===== src/rtl/inst_buffer_pkg.sv =====
// Shared constants and types for the fetch-to-decode instruction queue.
package inst_buffer_pkg;

  localparam logic [31:0]  NOP_INST   = 32'h0340_0000;
  localparam int unsigned  IBUF_DEPTH = 8;

  typedef struct packed {
    logic [31:0] pc;
    logic [31:0] ir;
  } ibuf_entry_t;

endpackage


===== src/rtl/ibuf_mem.sv =====
// Queue storage: DEPTH x 64 array, synchronous write, asynchronous read.
module ibuf_mem
  import inst_buffer_pkg::*;
#(
  parameter int unsigned DEPTH = IBUF_DEPTH,
  parameter int unsigned PTR_W = $clog2(DEPTH)
) (
  input  logic              clk,
  input  logic              we,
  input  logic [PTR_W-1:0]  waddr,
  input  ibuf_entry_t       wdata,
  input  logic [PTR_W-1:0]  raddr,
  output ibuf_entry_t       rdata
);

  // No reset on purpose: contents are only observed while the entry is valid.
  ibuf_entry_t mem_q [DEPTH];

  always_ff @(posedge clk) begin
    if (we) begin
      mem_q[waddr] <= wdata;
    end
  end

  assign rdata = mem_q[raddr];

endmodule


===== src/rtl/inst_buffer.sv =====
// Instruction fetch queue between fetch and decode; circular FIFO with
// count-based full/empty, flush-on-redirect and NOP output when empty.
module inst_buffer
  import inst_buffer_pkg::*;
#(
  parameter int unsigned DEPTH = IBUF_DEPTH,
  parameter int unsigned PTR_W = $clog2(DEPTH),
  parameter int unsigned CNT_W = $clog2(DEPTH) + 1
) (
  input  logic             clk,
  input  logic             rst,
  input  logic             flush,
  input  logic             if_valid,
  input  logic [31:0]      if_pc,
  input  logic [31:0]      if_ir,
  output logic             if_ready,
  input  logic             id_ready,
  output logic             id_valid,
  output logic [31:0]      id_pc,
  output logic [31:0]      id_ir,
  output logic [CNT_W-1:0] count
);

  logic [PTR_W-1:0] wr_ptr_q, wr_ptr_d;
  logic [PTR_W-1:0] rd_ptr_q, rd_ptr_d;
  logic [CNT_W-1:0] count_q,  count_d;

  logic        push;
  logic        pop;
  logic        full;
  logic        empty;
  ibuf_entry_t wr_entry;
  ibuf_entry_t rd_entry;

  // Full/empty come from the registered count only, so if_ready has no
  // combinational dependence on id_ready.
  always_comb begin
    full     = (count_q == CNT_W'(DEPTH));
    empty    = (count_q == '0);
    if_ready = !full && !flush;
    id_valid = !empty;
    push     = if_valid && if_ready;
    pop      = id_valid && id_ready && !flush;
  end

  always_comb begin
    wr_ptr_d = wr_ptr_q;
    rd_ptr_d = rd_ptr_q;
    count_d  = count_q;
    if (flush) begin
      rd_ptr_d = wr_ptr_q;
      count_d  = '0;
    end else begin
      if (push) begin
        wr_ptr_d = wr_ptr_q + PTR_W'(1);
      end
      if (pop) begin
        rd_ptr_d = rd_ptr_q + PTR_W'(1);
      end
      unique case ({push, pop})
        2'b10:   count_d = count_q + CNT_W'(1);
        2'b01:   count_d = count_q - CNT_W'(1);
        default: count_d = count_q;
      endcase
    end
  end

  always_ff @(posedge clk) begin
    if (rst) begin
      wr_ptr_q <= '0;
      rd_ptr_q <= '0;
      count_q  <= '0;
    end else begin
      wr_ptr_q <= wr_ptr_d;
      rd_ptr_q <= rd_ptr_d;
      count_q  <= count_d;
    end
  end

  always_comb begin
    wr_entry    = '0;
    wr_entry.pc = if_pc;
    wr_entry.ir = if_ir;
  end

  ibuf_mem #(
    .DEPTH (DEPTH),
    .PTR_W (PTR_W)
  ) u_mem (
    .clk   (clk),
    .we    (push),
    .waddr (wr_ptr_q),
    .wdata (wr_entry),
    .raddr (rd_ptr_q),
    .rdata (rd_entry)
  );

  // Empty queue presents a defined NOP so decode never sees stale data.
  always_comb begin
    id_pc = 32'h0;
    id_ir = NOP_INST;
    if (id_valid) begin
      id_pc = rd_entry.pc;
      id_ir = rd_entry.ir;
    end
    count = count_q;
  end

endmodule

===== config.mk =====
export PLATFORM = sky130hd
export DESIGN_NAME = inst_buffer
export DESIGN_NICKNAME = d
export VERILOG_FILES = /design/src/rtl/inst_buffer_pkg.sv /design/src/rtl/ibuf_mem.sv /design/src/rtl/inst_buffer.sv
export SDC_FILE = /design/constraint.sdc
export NUM_CORES = 1
export LEC_CHECK = 0
export CORE_MARGIN = 2
export CORE_UTILIZATION = 55
export CTS_CLUSTER_SIZE = 16
export DETAILED_ROUTE_END_ITERATION = 16
export DONT_BUFFER_PORTS = 1
export GPL_TIMING_DRIVEN = 0
export PLACE_DENSITY = 0.8
export SYNTH_ARGS = -nofsm -noshare
export SYNTH_HDL_FRONTEND = slang
export SYNTH_SLANG_ARGS = --single-unit

===== constraint.sdc =====
create_clock -name clk -period 18.2 [get_ports clk]
set_clock_uncertainty 0.1 [all_clocks]
set_input_delay 1.82 -clock clk [delete_from_list [all_inputs] [get_ports clk]]
set_output_delay 1.82 -clock clk [all_outputs]
set_load 0.02 [all_outputs]

# After elaboration in Yosys (flattened, before gate mapping)
# Memory sizes are Yosys's and may differ from the RTL's. A register that Yosys moved wholly into a read port is not among the register bits.
# Index checks and enable logic that the tools add are counted.
[word_totals] reg_bits=10 mem_bits_rw=512 input_bits=69 out_inout_bits=70 word_cells=33 memories=1
[classes] n_addsub=4 n_eq_ne=3 n_mux=9 bitwise_logic=1 n_reduce_logical=12
[mem_list] memory="u_mem.mem_q" words=8 width=64 read_ports=1 rd_ports_with_merged_regs=1 write_ports=1 line_no="ibuf_mem.sv:17" source="ibuf_entry_t mem_q [DEPTH];"
[op_table] op="$mux 32" count=2
[op_table] op="$mux 3" count=4
[op_table] op="$pmux 4 s2" count=1
[op_table] op="$add 3x1->3 const B" count=2
[op_table] op="$add 4x1->4 const B" count=1
[op_table] op="$eq 4x4->1 const B" count=1
[op_table] op="$logic_and 1x1->1" count=4
[op_table] op="$logic_not 4->1" count=1
[op_table] op="$reduce_bool 2->1" count=2
[op_table] op="$sub 4x1->4 const B" count=1
[op_table] op="$logic_not 1->1" count=3
[op_table] op="$eq 2x1->1 const B" count=1
[op_table] op="$eq 2x2->1 const B" count=1
[op_table] op="$mux 1" count=2
[op_table] op="$reduce_and 2->1" count=1
[op_table] op="$reduce_or 2->1" count=1
[op_table] op="$not 1->1" count=1

# Logic depth before layout (Yosys ltp)
# Gate-level depths: netlist of run 1.
[logic_depth] word_depth=8 ltp_mapped=11 ltp_nobuf=10

# Modules after synthesis
# From an unflattened synthesis of run 1, not the netlist that was laid out.
[hier_totals] cells_unflattened=889 hier_area_um2=20333.3
[modules_own_cells] module="ibuf_mem" n_inst=1 cells_each=752 area_per_inst_um2=19266.0 seq_area_each_um2=15374.7
[modules_own_cells] module="inst_buffer" n_inst=1 cells_each=137 area_per_inst_um2=1067.3 seq_area_each_um2=200.2

# Worst setup path before layout of run 1
# Ideal clock, no wire load.
[synth_timing] path_type="input port to flip-flop" from="input flush" to="memory u_mem.mem_q[0][0] (netlist bit), enable pin" setup_time_ns=0.644 t_arrival_ns=8.301 required_ns=17.456 setup_slack_ns=9.155 stages=3 path_buffers=0 cell_sequence="nor3b_4 -> inv_2 -> nor4_1"
[synth_via] elab_chain_cells=5
[synth_lines] item="start: declaration" line_no="inst_buffer.sv:12" source="input logic flush,"
[synth_lines] item="$logic_not 1->1" line_no="inst_buffer.sv:40" source="if_ready = !full && !flush;"
[synth_lines] item="$logic_and 1x1->1" line_no="inst_buffer.sv:40"
[synth_lines] item="$logic_and 1x1->1" line_no="inst_buffer.sv:42" source="push = if_valid && if_ready;"
[synth_lines] item="$mux 1" line_no="ibuf_mem.sv:20" source="if (we) begin"
[synth_lines] item="$mux 1 (implied by the code)" line_no="ibuf_mem.sv:21" source="mem_q[waddr] <= wdata;"
[synth_lines] item="end: declaration" line_no="ibuf_mem.sv:17"
# No other way between the ends.

# Worst setup path after layout of run 1
[layout_timing] from="register count_q[2], in the netlist count[2]" to="output id_ir[0]"
[layout_via] elab_chain_cells=2
[layout_lines] item="start: declaration" line_no="inst_buffer.sv:26" source="logic [CNT_W-1:0] count_q, count_d;"
[layout_lines] item="start signal: assignment" line_no="inst_buffer.sv:76" source="count_q <= count_d;"
[layout_lines] item="$logic_not 4->1" line_no="inst_buffer.sv:39" source="empty = (count_q == '0);"
[layout_lines] item="$mux 32" line_no="inst_buffer.sv:102" source="if (id_valid) begin"
[layout_lines] item="end: declaration" line_no="inst_buffer.sv:20" source="output logic [31:0] id_ir,"
# No other way between the ends.

==> impl_metrics.tcl, run 1 <==
set metrics [dict create \
    worstPathCellList "buf_4 -> nor4_4 -> buf_2 -> nor2_1" \
    power.ir.vdd_worst_uv 106.0 \
    async_flop_share_pct 0 \
    synth_top_area_share_pct 76.07 \
    grtUsageTotal_pct 21.60 \
    syn2layout_area_growth_pct 15.22 \
    antenna_violations_before_repair 0 \
    highest-signal-layer "met4" \
    drtPass1Iterations 5 \
    placement.io_buffers 0 \
    post_synth_inst_count 893 \
    setup.worst_path.end_class "output pin" \
    final_hold_viol_count 0 \
    timing_worst_setup_path_type "reg -> out" \
    setup_viol 0 \
    synth_area_leader_cell "sky130_fd_sc_hd__edfxtp_1" \
    timing.hold.worst_path_depth 2 \
    synth.lib_cells_used.distinct 35 \
    stdcell_area_um2 23290 \
    pwr_density_cell_nw_per_um2 110.0 \
    worst-endpoint-required_ns 16.28 \
    dr_total_vias 9143 \
    iteration_0_drc_count_of_the_detailed_router 669 \
    yosys_warnings 0 \
    timing.critical_path.slowest_cell_delay_ns 0.92 \
    post_drt_via_cell_ratio 6.059 \
    r2r_setup_slack_ns 14.99 \
    final.setup.tns_ns 0 \
    hold_start "rd_ptr_q[2]" \
    chipWidth_um 195.7 \
    finalWirelength_um 40270 \
    synth-main-ff-cell "sky130_fd_sc_hd__edfxtp_1" \
    min_path_type "reg -> reg" \
    ys_seq_area_share_pct 77.36 \
    nets 1073 \
    antenna_violating_nets_post_route 0 \
    antenna_cells 0 \
    post-synth-top-count-cell "sky130_fd_sc_hd__edfxtp_1" \
    slew_headroom_pct 28.02 \
    worst_r2r_endpoint "u_mem.mem_q[1][26]" \
    grt_setup_unrepaired "false" \
    outcome "finished, final reports clean" \
    maxCapViolCount 0 \
    dp.final_hpwl_um 26360 \
    vias_in_the_first_global_route 9657 \
    cts.clk_slew.worst_paths_ns 0.06 \
    met3_length_um 2721 \
    effective_utilization_at_floorplan_pct 55.47 \
    postCtsSetupBuffers 0 \
    cts_made_buffers 52 \
    min_delay_worst_endpoint "rd_ptr_q[2]" \
    synth.top_cells.by_count "sky130_fd_sc_hd__edfxtp_1 (512), sky130_fd_sc_hd__mux4_2 (128), sky130_fd_sc_hd__nor2_1 (70)" \
    ys_seq_elements 525 \
    ff2ff_path_depth 8 \
    min_period_over_period_pct 25.64 \
    route.detailed.drc 0 \
    worst-endpoint-arrival_ns 2.75 \
    syn_area_um2 20210 \
    placement.cell_area_um2 21520 \
    grt_max_degree 24 \
    root_buffer "sky130_fd_sc_hd__clkbuf_16" \
    static-leakage-power_nw 7.271 \
    critical_r2r_launch "count[0]" \
    post_cts.resized_instances 0 \
    synth.net_count 967 \
    wl_met1_um 16300 \
    placementRows 70 \
    gpl.final_weighted_congestion 0.7532 \
    design.core.area_um2 36430 \
    achievable-frequency_mhz 214.3 \
    fp.dieArea_um2 38300 \
    grt-ovfl-total 0 \
    tritoncts_clock_tree "done" \
    synth_enable_flop_cells 512 \
    critical_path.slowest_cell "sky130_fd_sc_hd__nor4_4" \
    met2_length_um 20560 \
    design.portCount 139 \
    drt-wirelength-per-cell_um 26.69 \
    wire_length_of_the_first_global_routing_pass_um 60420 \
    finalWorstPathRequiredPeriod_ns 4.666 \
    number_of_sinks_handled_by_clock_tree_synthesis 525 \
    synth_top_cells_by_area "sky130_fd_sc_hd__edfxtp_1 (76%), sky130_fd_sc_hd__mux4_2 (14%), sky130_fd_sc_hd__mux2i_1 (3.4%)" \
    final-max-slew-violation-count 0 \
    cp_max_fo 10 \
    htree_levels 2 \
    syn_area_per_cell_um2 22.63 \
    chipHeight_um 195.7 \
    worstSkewPairLatency_ns 0.57 \
    postCtsHoldBufs 0 \
    tightestPinTransition_ns 1.072 \
    worstSetupStartpointType "register" \
    drive_gt1_share_pct 29.78 \
    deepest_clock_path_buffer_count 3 \
]
## worst max-delay path by stage
stage / startpoint / endpoint / cells past startpoint
finish: count[2] / id_ir[0] / 4
global route: count[2] / id_ir[0] / 4
CTS: count[2] / id_ir[0] / 4
detailed placement: flush / if_ready / 2
global placement: flush / u_mem.mem_q[0][20] / 3
floorplan: flush / u_mem.mem_q[0][0] / 3
## per-layer routing
layer | vias up | track usage [%]
met1 | 4850 | 28.92
met4 | 0 | 5.471
met5 | - | 0
li1 | 3928 | -
met2 | 304 | 36.31
met3 | 61 | 5.260
## worst max-delay path: cells and delay by family (launching register included)
family	cells	cell delay (ns)
buffers and inverters	2	0.63
and+or+nand+nor	2	1.16
DFF	1	0.37
## power breakdown
group	internal, mW	total, mW	leakage [nW]	switching, mW
Combinational	0.0534	0.119	1.68	0.0656
Sequential	1.34	1.34	4.73	0.00378
Clock	0.658	1.10	0.858	0.439
Total	2.05	2.56	7.27	0.508
## stage by stage
stage                     utilization (%)  hold slack (ns)  setup slack, ns  std cells  total power [mW]
after floorplan                         -           0.4450            9.155        893             1.460
after global placement              57.08           0.4680            2.737       1361             1.488
after detailed placement            59.07           0.4847            13.85       1413             1.491
after CTS                           63.91           0.5000            13.42       1509             2.582
after global routing                63.91           0.5212            13.46       1509             2.634
final                               63.91           0.4896            13.53       1509             2.561
## layout make-up
class | instances | area [um^2]
Buffer | 48 | 322.8
Clock buffer | 66 | 1354
Clock inverter | 30 | 411.6
Fill cell | 2375 | 13150
Inverter | 4 | 15.01
Multi-Input combinational cell | 316 | 4288
Sequential cell | 525 | 15640
Tap cell | 468 | 585.6
Timing Repair Buffer | 52 | 675.6
## state kept, by name (all words and copies together) (netlist names), named ones only
register	count
count	4
wr_ptr_q	3
rd_ptr_q	3
u_mem.mem_q	512
## cells by family (layout without fill, tap and decap cells)
| group | after synthesis | after routing | synth area share, % |
|---|---|---|---|
| xor gates and xnor gates | 6 | 6 | 0.2600 |
| adders and majority gates | 5 | 5 | 0.3095 |
| AOI/OAI and AO/OA | 11 | 11 | 0.4890 |
| muxes | 197 | 197 | 17.69 |
| buffers and inverters | 52 | 200 | 1.671 |
| and+or+nand+nor | 97 | 97 | 2.229 |
| DFF | 525 | 525 | 77.36 |
## placed cells by master (no fill, tap or decap), drive strengths merged
cell,n
a2111oi,1
a21boi,1
a21o,1
a21oi,3
a41oi,1
buf,88
bufinv,9
clkbuf,78
clkinv,16
clkinvlp,2
dfxtp,13
edfxtp,512
ha,5
inv,7
mux2,1
mux2i,68
mux4,128
nand2,9
nand3,2
nor2,70
nor3,8
nor3b,2
nor4,2
nor4b,2
o21a,1
o21ai,1
o41ai,2
or3,2
xnor2,3
xor2,3
No activity file was read; power rests on OpenSTA's default activity.
==> run 2: changes to the inputs <==
Settings changed: PLACE_DENSITY 0.8 to 0.83.
Clock period 18.2 ns to 4.2 ns, I/O delays scaled along.
==> run 2 against run 1 <==
Non-clock buffer count rose by 45. Die area is the same. Critical path type unchanged. Clock power grew to 4.1 times the previous value.
==> impl_metrics.tcl, run 2 (same netlist as run 1, synthesis figures left out) <==
set metrics [dict create \
    final_hold_viol_count 0 \
    dr_total_vias 9404 \
    chipWidth_um 195.7 \
    power.ir.vdd_worst_uv 443.0 \
    static-leakage-power_nw 7.431 \
    drt-wirelength-per-cell_um 26.55 \
    comb_power_share_pct 5.7 \
    pwr_density_cell_nw_per_um2 461.9 \
    cts_made_buffers 52 \
    power.switching_mw 2.277 \
    stdcell_area_um2 23840 \
    slew_headroom_pct 21.01 \
    postCtsSetupBuffers 0 \
    grt-ovfl-total 0 \
    placement.io_buffers 0 \
    fp.dieArea_um2 38300 \
    final_common_cell "sky130_fd_sc_hd__edfxtp_1" \
    worst-endpoint-required_ns 3.68 \
    syn2layout_area_growth_pct 17.95 \
    placement.cell_area_um2 21510 \
    grt_use_met2_pct 36.76 \
    finalWirelength_um 41280 \
    mostFrequentLayoutCells "sky130_fd_sc_hd__edfxtp_1 (512), sky130_fd_sc_hd__mux4_2 (128), sky130_fd_sc_hd__mux2i_1 (68), sky130_fd_sc_hd__nor2_1 (67), sky130_fd_sc_hd__dlygate4sd3_1 (65)" \
    setup_viol 0 \
    grt_setup_unrepaired "false" \
    tritoncts_clock_tree "done" \
    timing_worst_setup_path_type "reg -> out" \
    r2r_setup_slack_ns 1.04 \
    ff2ff_path_depth 7 \
    min_path_type "in -> reg" \
    grtUsageTotal_pct 22.30 \
    final-max-slew-violation-count 0 \
    post_drt_via_cell_ratio 6.048 \
    internal_pwr_total_mw 8.735 \
    flip_flop_count_of_the_largest_register_all_copies_and_words_added 512 \
    chipHeight_um 195.7 \
    cts.clk_slew.worst_paths_ns 0.06 \
    worstSkewPairLatency_ns 0.59 \
    timing.hold.worst_path_depth 3 \
    placementRows 70 \
    timing.critical_path.slowest_cell_delay_ns 1.00 \
    effective_utilization_at_floorplan_pct 55.47 \
    wire_length_of_the_first_global_routing_pass_um 62380 \
    number_of_sinks_handled_by_clock_tree_synthesis 525 \
    seq_power_share_pct 52.9 \
    cp_max_fo 10 \
    grt_max_degree 26 \
    antenna_violations_before_repair 3 \
    maxCapViolCount 0 \
    largest-register "u_mem.mem_q" \
    achievable-frequency_mhz 294.7 \
    critical_path.slowest_cell "sky130_fd_sc_hd__nor4_4" \
    gpl.final_weighted_congestion 0.7355 \
    power.clock.fraction_pct 41.4 \
    min_period_over_period_pct 80.79 \
    grt.busiest_layer "met2" \
    grt_util_met1_pct 30.86 \
    root_buffer "sky130_fd_sc_hd__clkbuf_16" \
    worstSetupStartpointType "register" \
    deepest_clock_path_buffer_count 3 \
    postCtsHoldBufs 65 \
    finalWorstPathRequiredPeriod_ns 3.393 \
    drive_gt1_share_pct 26.13 \
    outcome "finished, final reports clean" \
    drtPass1Iterations 5 \
    globalRouteMet3Util_pct 4.143 \
    final.fill_count 2302 \
    design.core.area_um2 36430 \
    nets 1118 \
    tightestPinTransition_ns 1.176 \
    antenna_violating_nets_post_route 0 \
    worst-endpoint-arrival_ns 2.87 \
    htree_levels 2 \
    vias_in_the_first_global_route 9854 \
    post_cts.resized_instances 0 \
    design.portCount 139 \
    net_switching_share_of_the_total_power_pct 20.68 \
    dp.final_hpwl_um 25760 \
    total_power_mw 11.01 \
    route.detailed.drc 0 \
    setup.worst_path.end_class "output pin" \
    worstPathCellList "buf_4 -> nor4_4 -> buf_2 -> nor2_1" \
    iteration_0_drc_count_of_the_detailed_router 825 \
]
==> run 2: changes by cell type in the layout (fill, tap and decap cells not counted), moves of 4 or more <==
cell	previous run	this run
sky130_fd_sc_hd__buf_4	11	2
sky130_fd_sc_hd__buf_6	43	20
sky130_fd_sc_hd__buf_16	3	11
sky130_fd_sc_hd__nor3_4	0	4
sky130_fd_sc_hd__diode_2	0	4
sky130_fd_sc_hd__clkinv_1	5	12
sky130_fd_sc_hd__buf_8	6	10
sky130_fd_sc_hd__dlygate4sd3_1	0	65
sky130_fd_sc_hd__nor3_2	4	0
==> run 2: power by group through the flow <==
stage | logic [mW] | clock network [mW] | registers [mW]
after detailed placement | 0.530 | 0 | 5.94
after global routing | 0.676 | 4.84 | 5.83
after floorplan | 0.387 | 0 | 5.94
after global placement | 0.494 | 0 | 5.94
after CTS | 0.639 | 4.63 | 5.83
final | 0.628 | 4.56 | 5.83
==> run 2: per-layer routing <==
metal / routed length (um) / share of wire, %
met2: 20660 / 50
met4: 850 / 2.1
met3: 2702 / 6.5
met1: 17070 / 41
met5: 0 / 0
==> run 2: final timing paths <==
kind | from | endpoint
max | count[2] | id_ir[1]
min | id_ready | rd_ptr_q[2]
max reg2reg | count[0] | u_mem.mem_q[1][23]
min reg2reg | rd_ptr_q[2] | rd_ptr_q[2]
==> run 2: final cells by class <==
| cell class | instances | area, um^2 | share of cell area [%] |
|---|---|---|---|
| Antenna cell | 4 | 10.01 | 0.04199 |
| Clock inverter | 30 | 326.6 | 1.370 |
| Tap cell | 468 | 585.6 | 2.456 |
| Clock buffer | 63 | 1343 | 5.632 |
| Buffer | 48 | 322.8 | 1.354 |
| Inverter | 4 | 15.01 | 0.06298 |
| Sequential cell | 525 | 15640 | 65.59 |
| Multi-Input combinational cell | 316 | 4322 | 18.13 |
| Timing Repair Buffer | 97 | 1280 | 5.369 |
==> run 2: critical path: cells and delay by family (launching register included) <==
kind          cells  cell delay, ns
flops             1            0.39
buf+inv           2            0.65
simple gates      2            1.23
==> run 2: through the flow <==
stage | setup TNS (ns) | setup WS (ns) | cells | util (%) | hold WS, ns
2_1_floorplan | -87.49 | -0.3353 | 893 | - | 0.4189
3_3_place_gp | -1372.51 | -3.159 | 1361 | 57.18 | 0.4191
3_5_place_dp | 0 | 1.016 | 1393 | 59.04 | 0.4191
4_1_cts | 0 | 0.7090 | 1551 | 65.40 | 0.02997
5_1_grt | 0 | 0.7136 | 1552 | 65.41 | 0.06364
6_report | 0 | 0.8068 | 1555 | 65.43 | 0.04826
==> run 3: changes to the inputs <==
Settings changed: PLACE_DENSITY 0.83 to 0.8.
Clock period 4.2 ns to 3.2 ns, I/O delays scaled along.
==> run 3 against run 2 <==
Largest power group unchanged. Critical endpoint is now id_pc[4]. First-iteration DRC count is 5.7% lower. Critical path type unchanged. Setup slack got worse by 0.61 ns. Final cell count rose by 0.26%. Clock power grew 29%.
==> impl_metrics.tcl, run 3 (same netlist as run 1, synthesis figures left out) <==
set metrics [dict create \
    number_of_sinks_handled_by_clock_tree_synthesis 525 \
    tritoncts_clock_tree "done" \
    power.clock.fraction_pct 41.0 \
    htree_levels 2 \
    stdcell_count 1559 \
    net_switching_share_of_the_total_power_pct 20.62 \
    finish.utilization_pct 65.83 \
    cts.clk_slew.worst_paths_ns 0.06 \
    placement.io_buffers 0 \
    deepest_clock_path_buffer_count 3 \
    worstSkewPairLatency_ns 0.55 \
    cp_max_fo 10 \
    outcome "finished, final reports clean" \
    final_common_cell "sky130_fd_sc_hd__edfxtp_1" \
    cts_made_buffers 52 \
    finalWirelength_um 41530 \
    wire_length_of_the_first_global_routing_pass_um 63450 \
    total_power_mw 14.37 \
    grt_setup_unrepaired "false" \
    design.portCount 139 \
    gpl.final_weighted_congestion 0.7271 \
    antenna_violations_before_repair 1 \
    flip_flop_count_of_the_largest_register_all_copies_and_words_added 512 \
    pwr_density_cell_nw_per_um2 599.2 \
    placementRows 70 \
    min_path_type "in -> reg" \
    grt_max_degree 26 \
    nets 1123 \
    power.ir.vdd_worst_uv 540.0 \
    fp.dieArea_um2 38300 \
    final-max-slew-violation-count 0 \
    route.detailed.drc 0 \
    timing_worst_setup_path_type "reg -> out" \
    mostFrequentLayoutCells "sky130_fd_sc_hd__edfxtp_1 (512), sky130_fd_sc_hd__mux4_2 (128), sky130_fd_sc_hd__mux2i_1 (68), sky130_fd_sc_hd__nor2_1 (67), sky130_fd_sc_hd__dlygate4sd3_1 (66)" \
    worst-endpoint-required_ns 2.78 \
    setup.worst_path.end_class "output pin" \
    setup_viol 0 \
    slew_headroom_pct 33.63 \
    drtPass1Iterations 5 \
    min_period_over_period_pct 93.90 \
    vias_in_the_first_global_route 10170 \
    antenna_violating_nets_post_route 0 \
    comb_power_share_pct 5.8 \
    root_buffer "sky130_fd_sc_hd__clkbuf_16" \
    static-leakage-power_nw 7.480 \
    antenna_cells 0 \
    worst-endpoint-arrival_ns 2.58 \
    dr_total_vias 9354 \
    worstSetupStartpointType "register" \
    drive_gt1_share_pct 26.67 \
    final.fill_count 2283 \
    chipHeight_um 195.7 \
    seq_power_share_pct 53.2 \
    finalHoldWorstSlack_ns 0.02886 \
    iteration_0_drc_count_of_the_detailed_router 778 \
    maxCapViolCount 0 \
    post_drt_via_cell_ratio 6.000 \
    syn2layout_area_growth_pct 18.68 \
    final.setup.tns_ns 0 \
    power.switching_mw 2.964 \
    post_cts.resized_instances 0 \
    grt-ovfl-total 0 \
    chipWidth_um 195.7 \
    design.core.area_um2 36430 \
    effective_utilization_at_floorplan_pct 55.47 \
    internal_pwr_total_mw 11.41 \
    tightestPinTransition_ns 0.9931 \
    grtUsageTotal_pct 22.56 \
    largest-register "u_mem.mem_q" \
    achievable-frequency_mhz 332.8 \
    dpl.cell_count 1396 \
    drt-wirelength-per-cell_um 26.64 \
    finalWorstPathRequiredPeriod_ns 3.005 \
    final_hold_viol_count 0 \
    dp.final_hpwl_um 25910 \
]
run 3: cell count changes in the layout (fill, tap and decap cells not counted), moves of 2 or more:
cell                       change
sky130_fd_sc_hd__clkinv_1      -3
sky130_fd_sc_hd__dfxtp_1       -4
sky130_fd_sc_hd__buf_8         +2
sky130_fd_sc_hd__dfxtp_4       +3
sky130_fd_sc_hd__buf_12        +2
sky130_fd_sc_hd__diode_2       -4
sky130_fd_sc_hd__clkbuf_1      +6
sky130_fd_sc_hd__buf_6         -2
sky130_fd_sc_hd__buf_16        +4
run 3: timing repair:
| item | 4_1_cts | 5_1_grt |
|---|---|---|
| hold endpoints to repair | 518 | 0 |
| hold buffers | 66 | 0 |
| setup endpoints to repair | 15 | 0 |
| buffers inserted | 1 | 0 |
run 3: final cells by class:
type	instances	area, um^2	share of cell area [%]
Buffer	48	332.8	1.388
Clock buffer	69	1365	5.691
Clock inverter	27	291.5	1.215
Inverter	4	17.52	0.07303
Multi-Input combinational cell	316	4322	18.02
Sequential cell	525	15650	65.23
Tap cell	468	585.6	2.441
Timing Repair Buffer	102	1425	5.941
run 3: path summary, 6_finish.rpt:
kind	start	endpoint	slack [ns]	cells past startpoint
worst max-delay path	register	id_pc[4]	0.20	5
worst min register to register	count[3]	count[3]	0.47	2
worst min-delay path	if_valid	wr_ptr_q[2]	0.03	3
worst max register to register	count[1]	u_mem.mem_q[0][17]	0.22	9
run 3: routing by layer:
metal	share of wire (%)	wire, um	GRT usage, %	vias up
met4	1.8	736	5.584	2
met2	52	21550	39.22	377
met3	7.1	2934	4.487	62
li1	-	-	-	4033
met5	0.031	13	0	-
met1	39	16290	29.76	4880
run 3: per-stage QoR:
step / worst slack, ns / cell area, um^2
6_report: 0.1952 / 23990
5_1_grt: 0.03945 / 23990
4_1_cts: 0.1648 / 23990
3_5_place_dp: 0.1546 / 21650
3_3_place_gp: -2.542 / 20910
2_1_floorplan: -0.4814 / 20320
run 3: critical path, stage by stage (launching register included):
cell and delay, ns:
sky130_fd_sc_hd__dfxtp_1 0.32, sky130_fd_sc_hd__buf_4 0.22, sky130_fd_sc_hd__clkbuf_1 0.62, sky130_fd_sc_hd__mux4_2 0.41
sky130_fd_sc_hd__mux2i_1 0.28, sky130_fd_sc_hd__nor2_1 0.18
run 3: power by group through the flow:
stage | Combinational (mW) | Clock, mW | Sequential, mW
after CTS | 0.847 | 5.99 | 7.65
after global placement | 0.653 | 0 | 7.80
after detailed placement | 0.696 | 0 | 7.79
final | 0.833 | 5.89 | 7.65
after floorplan | 0.513 | 0 | 7.79
after global routing | 0.897 | 6.24 | 7.65
